===== src/rtl/if_fetch_queue.sv =====
// Instruction fetch with a request/response memory port, in-flight read tracking and an instruction queue toward ID.
// Define IF_PERF_CNT_EN to add the perf_fetch_cnt / perf_flush_cnt counter outputs.
module if_fetch_queue #(
  parameter int              ADDR_W          = 32,
  parameter int              INST_W          = 32,
  parameter int              QUEUE_DEPTH     = 4,
  parameter int              MAX_OUTSTANDING = 2,
  parameter logic [ADDR_W-1:0] RESET_PC      = '0
) (
  input  logic              clk,
  input  logic              rst,
  input  logic              freeze,
  input  logic              branch_taken,
  input  logic [ADDR_W-1:0] branch_addr,
  output logic              imem_req,
  output logic [ADDR_W-1:0] imem_addr,
  input  logic              imem_ready,
  input  logic              imem_rvalid,
  input  logic [INST_W-1:0] imem_rdata,
  output logic              out_valid,
  input  logic              out_ready,
  output logic [ADDR_W-1:0] out_pc_plus4,
  output logic [INST_W-1:0] out_inst
`ifdef IF_PERF_CNT_EN
  ,
  output logic [31:0]       perf_fetch_cnt,
  output logic [31:0]       perf_flush_cnt
`endif
);

  localparam int QI_W  = $clog2(QUEUE_DEPTH);
  localparam int CNT_W = QI_W + 1;
  localparam int OUT_W = $clog2(MAX_OUTSTANDING + 1);
  localparam int TI_W  = (MAX_OUTSTANDING > 1) ? $clog2(MAX_OUTSTANDING) : 1;

  logic [ADDR_W-1:0] fetch_pc_q, fetch_pc_d;
  logic [CNT_W-1:0]  count_q, count_d;
  logic [QI_W-1:0]   head_q, head_d, tail_q, tail_d;
  logic [OUT_W-1:0]  outstanding_q, outstanding_d;
  logic [OUT_W-1:0]  discard_q, discard_d;
  logic [TI_W-1:0]   tag_wr_q, tag_wr_d, tag_rd_q, tag_rd_d;

  logic [ADDR_W-1:0] q_pc4_q  [QUEUE_DEPTH];
  logic [INST_W-1:0] q_inst_q [QUEUE_DEPTH];
  logic [ADDR_W-1:0] tag_q    [MAX_OUTSTANDING];

  logic accept, rsp_live, drop, enq, deq, credit_ok, slot_ok, not_empty;

  function automatic logic [TI_W-1:0] tag_inc(input logic [TI_W-1:0] p);
    return (p == TI_W'(MAX_OUTSTANDING - 1)) ? '0 : p + TI_W'(1);
  endfunction

  // Both ports are valid/ready: a transfer happens in the cycle where valid and ready are both high.
  // The credit check reserves a queue slot for every in-flight read, so an accepted response always fits.
  always_comb begin
    not_empty = (count_q != '0);
    credit_ok = (32'(count_q) + 32'(outstanding_q)) < 32'(QUEUE_DEPTH);
    slot_ok   = 32'(outstanding_q) < 32'(MAX_OUTSTANDING);
    imem_req  = rst & ~branch_taken & ~freeze & slot_ok & credit_ok;
    imem_addr = fetch_pc_q;
    accept    = imem_req & imem_ready;
    rsp_live  = imem_rvalid & (outstanding_q != '0);
    drop      = rsp_live & ((discard_q != '0) | branch_taken);
    enq       = rsp_live & ~drop;
    out_valid = not_empty & ~freeze;
    deq       = out_valid & out_ready & ~branch_taken;
    out_pc_plus4 = not_empty ? q_pc4_q[head_q]  : '0;
    out_inst     = not_empty ? q_inst_q[head_q] : '0;
  end

  always_comb begin
    fetch_pc_d    = fetch_pc_q;
    count_d       = count_q;
    head_d        = head_q;
    tail_d        = tail_q;
    discard_d     = discard_q;
    tag_wr_d      = tag_wr_q;
    tag_rd_d      = tag_rd_q;
    outstanding_d = outstanding_q + OUT_W'(accept) - OUT_W'(rsp_live);
    if (accept) begin
      fetch_pc_d = fetch_pc_q + ADDR_W'(4);
      tag_wr_d   = tag_inc(tag_wr_q);
    end
    if (rsp_live) tag_rd_d = tag_inc(tag_rd_q);
    if (enq) tail_d = tail_q + QI_W'(1);
    if (branch_taken) begin
      // Everything still in flight after this cycle belongs to the old path.
      fetch_pc_d = branch_addr;
      count_d    = '0;
      head_d     = tail_q;
      discard_d  = outstanding_q - OUT_W'(rsp_live);
    end else begin
      count_d = count_q + CNT_W'(enq) - CNT_W'(deq);
      if (deq) head_d = head_q + QI_W'(1);
      if (rsp_live && (discard_q != '0)) discard_d = discard_q - OUT_W'(1);
    end
  end

  always_ff @(posedge clk or negedge rst) begin
    if (!rst) begin
      fetch_pc_q    <= RESET_PC;
      count_q       <= '0;
      head_q        <= '0;
      tail_q        <= '0;
      outstanding_q <= '0;
      discard_q     <= '0;
      tag_wr_q      <= '0;
      tag_rd_q      <= '0;
    end else begin
      fetch_pc_q    <= fetch_pc_d;
      count_q       <= count_d;
      head_q        <= head_d;
      tail_q        <= tail_d;
      outstanding_q <= outstanding_d;
      discard_q     <= discard_d;
      tag_wr_q      <= tag_wr_d;
      tag_rd_q      <= tag_rd_d;
    end
  end

  // Payload storage needs no reset: outputs are gated by the count.
  always_ff @(posedge clk) begin
    if (accept) tag_q[tag_wr_q] <= fetch_pc_q;
    if (enq) begin
      q_pc4_q[tail_q]  <= tag_q[tag_rd_q] + ADDR_W'(4);
      q_inst_q[tail_q] <= imem_rdata;
    end
  end

`ifdef IF_PERF_CNT_EN
  logic [31:0] perf_fetch_q, perf_flush_q;

  always_ff @(posedge clk or negedge rst) begin
    if (!rst) begin
      perf_fetch_q <= '0;
      perf_flush_q <= '0;
    end else begin
      perf_fetch_q <= perf_fetch_q + 32'(deq);
      perf_flush_q <= perf_flush_q + 32'(branch_taken);
    end
  end

  assign perf_fetch_cnt = perf_fetch_q;
  assign perf_flush_cnt = perf_flush_q;
`endif

endmodule


===== config.mk =====
export PLATFORM = sky130hd
export DESIGN_NAME = if_fetch_queue
export DESIGN_NICKNAME = d
export VERILOG_FILES = /design/src/rtl/if_fetch_queue.sv
export SDC_FILE = /design/constraint.sdc
export NUM_CORES = 1
export LEC_CHECK = 0
export ABC_AREA = 1
export CELL_PAD_IN_SITES_DETAIL_PLACEMENT = 1
export CELL_PAD_IN_SITES_GLOBAL_PLACEMENT = 1
export CORE_ASPECT_RATIO = 0.5
export CORE_MARGIN = 5
export CORE_UTILIZATION = 45
export DETAILED_ROUTE_END_ITERATION = 8
export PLACE_DENSITY = 0.88
export SETUP_SLACK_MARGIN = 0.2
export SLEW_MARGIN = 0
export SYNTH_ARGS = -nofsm -noshare
export SYNTH_HDL_FRONTEND = slang
export SYNTH_SLANG_ARGS = --single-unit

===== constraint.sdc =====
create_clock -name clk -period 5.5 [get_ports clk]
set_input_delay 1.1 -clock clk [delete_from_list [all_inputs] [get_ports clk]]
set_output_delay 1.1 -clock clk [all_outputs]
set_load 0.005 [all_outputs]

==> impl_metrics.toml <==
[outcome]
outcome = "finished, final reports clean"

[synth]
synth_cell_types = 30
ys_ff_latch = 365
syn_nets = 1661
synth.top_cell.area_share = 0.594
yosys-top-cells-area = "edfxtp_1 59%, nor2_1 8.2%, nand2_1 8.0%, dfrtp_1 7.0%, o21ai_0 4.2%"
synth.avg_cell_area_um2 = 10.3
syn-cell-area_mm2 = 0.0162
synth_warnings = 0
ys_seq_area_frac = 0.663
yosysTopAreaCell = "edfxtp_1"
synth_cells = 1576

[critical_path]
worstSetupStartpointType = "flip-flop"
rr_startpoint = "outstanding_q[1]"
worst_ep_arrival_time_ns = 3.42
crit_required_ns = 4.40
end_kind = "output port"
r2r_end = "q_pc4_q[1][23]"
ff2ff_path_depth = 5
worstSetupPathType = "reg2out"
ff2ff_setup_slack_ns = 2.48
cp_max_fo = 80

[timing]
drv_slew = 0
fin_ws_ns = 0.976
min_period_over_period = 0.823
worst_pin_slew_ns = 1.12
setup_viol = 0
fin_crit_ns = 4.52
whs_ns = 0.533
max_slew_margin = 0.255
hold_violations = 0
finalSetupTns_ns = 0
clock_skew_ns = 0.0166
max_freq_mhz = 221
rsz0062_at_grt = "false"

[floorplan]
rows = 49
die_y_um = 144
die-area_mm2 = 0.0401
die_width_um = 278
start_util = 0.454
core_mm2 = 0.0357
ios = 169

[detailed_routing]
avgViaCountPerCell = 5.33
drc_errors = 0
wl_um = 46000
drt-pass1-iter-count = 5
antenna_left = 0
avgRoutedWirePerCell_um = 20.5
drt_iter0_markers = 865
vias = 12000

[clocking]
ctsHoldBuffers = 0
postCtsSetupBuffers = 0
clockRootBuffer = "clkbuf_16"
clock_latency_ns = 0.53
h-tree-depth = 2
ctsResizeCount = 0
cts_tree = "built"
cts_buffer_depth = 3
clk_pin_slew_worst_paths_ns = 0.06
numCtsBuffers = 35
cts_sinks = 365

[power_and_ir_drop]
powerDensity_mw_per_mm2 = 437
p_total_mw = 8.52
leakage_nw = 7.14
ir_drop_v = 0.000249

[min_path]
min_from = "imem_addr[1]"
holdPathStages = 0
hold_class = "reg2reg"
min_to = "tag_q[1][1]"

[global_route]
grt_max_degree = 81
gr-usage-all-layers = 0.226
grt.overflow.total = 0
grt_pass1_wl_um = 71500
grt_pass1_vias = 13100
antenna_found_initial = 2

[final_layout]
nFillCells = 3882
final_util = 0.547
final_nets = 1817
fin_area_mm2 = 0.0195
drive_above_1_share = 0.0700
fin_cells = 2244
area_delta_synth_final_pct = 20.5

[placement]
dpl_cell_area_mm2 = 0.0184
dp_slack_ns = 1.25
gp_congestion = 0.847
dp_hpwl_um = 29700
io_buffers = 168
place_inst = 2179

[run]
maxCapViolations = 0
==> how the worst max path moves through the flow <==
stage / start / to / slack, ns / cells after the start
floorplan: branch_taken / q_inst_q[0][0] / 0.57 / 4
global placement: branch_taken / q_pc4_q[1][10] / 1.39 / 6
detailed placement: branch_taken / q_pc4_q[1][27] / 1.25 / 6
CTS: head_q[0] / out_inst[4] / 0.94 / 6
global route: head_q[0] / out_inst[4] / 0.76 / 6
finish: head_q[0] / out_inst[4] / 0.98 / 6
==> synthesized netlist by cell type, drive strengths merged <==
master    n
xor2     25
nand2   370
dfrtp    45
a21oi    67
ha       13
o211ai    4
o21ai   138
edfxtp  320
nand3    59
nand4     2
nor2    367
clkinv    1
buf      33
nand3b   10
inv      72
or2       1
mux2i     1
xnor2    11
fa        1
clkbuf   36
==> critical path, cell delays in order (launching register included) <==
cell and delay (ns):
dfrtp_4 1.00, buf_4 0.63, nor2_1 0.11, nor2_1 0.13, o21ai_0 0.14, a21oi_1 0.27
clkdlybuf4s50_1 0.55
==> cell type report <==
class | instances | area [um2] | share of cell area
flip-flops and latches | 365 | 10700 | 0.551
multi-input cells | 1069 | 4880 | 0.250
repair buffers | 188 | 1850 | 0.0950
clock buffers | 41 | 920 | 0.0472
well taps | 484 | 606 | 0.0311
inverters | 73 | 277 | 0.0142
clock inverters | 22 | 219 | 0.0112
diodes | 2 | 5.00 | 0.000257
==> where the power goes <==
part           switching (mW)  internal, mW  leakage (nW)  total, mW
Clock                    1.06          1.39         0.562       2.46
Combinational            1.63         0.875          3.14       2.50
Sequential              0.221          3.34          3.43       3.56
==> sequential cells by signal (all words and copies together) (netlist names) <==
register	count
count_q	3
discard_q	2
head_q	2
imem_addr	32
outstanding_q	2
q_inst_q	128
q_pc4_q	128
tag_q	64
tag_rd_q	1
tag_wr_q	1
tail_q	2
==> cells in the final DEF, fill, tap and decap left out, types with 4 or more instances in the layout <==
cell	Yosys	final
buf_4	3	18
clkinv_1	0	8
nand3_1	58	58
dfrtp_1	45	43
clkinv_2	1	9
o21ai_0	137	137
nor2_2	10	12
clkbuf_1	36	5
nand2_2	22	22
nor2_4	4	8
ha_1	13	13
bufinv_16	0	4
clkbuf_16	0	36
a21oi_1	67	67
clkdlybuf4s50_1	0	167
xnor2_1	11	11
edfxtp_1	320	320
nand2_1	347	347
inv_1	70	68
nand3b_1	10	10
o211ai_1	4	4
nor2_1	353	347
xor2_1	25	25
==> routing by layer <==
layer  GRT usage  share of wire
met2       0.422           0.52
met5           0              0
met1       0.268           0.40
met4      0.0840          0.037
met3      0.0342          0.040
==> logic make-up after synthesis <==
family	after synthesis	synth area share
compound gates	209	0.0652
xor+xnor	36	0.0195
fa+ha+maj	14	0.0113
buf+inv	142	0.0372
flops	365	0.663
mux	1	0.000618
simple gates	809	0.203
(Power assumes the default switching activity.)
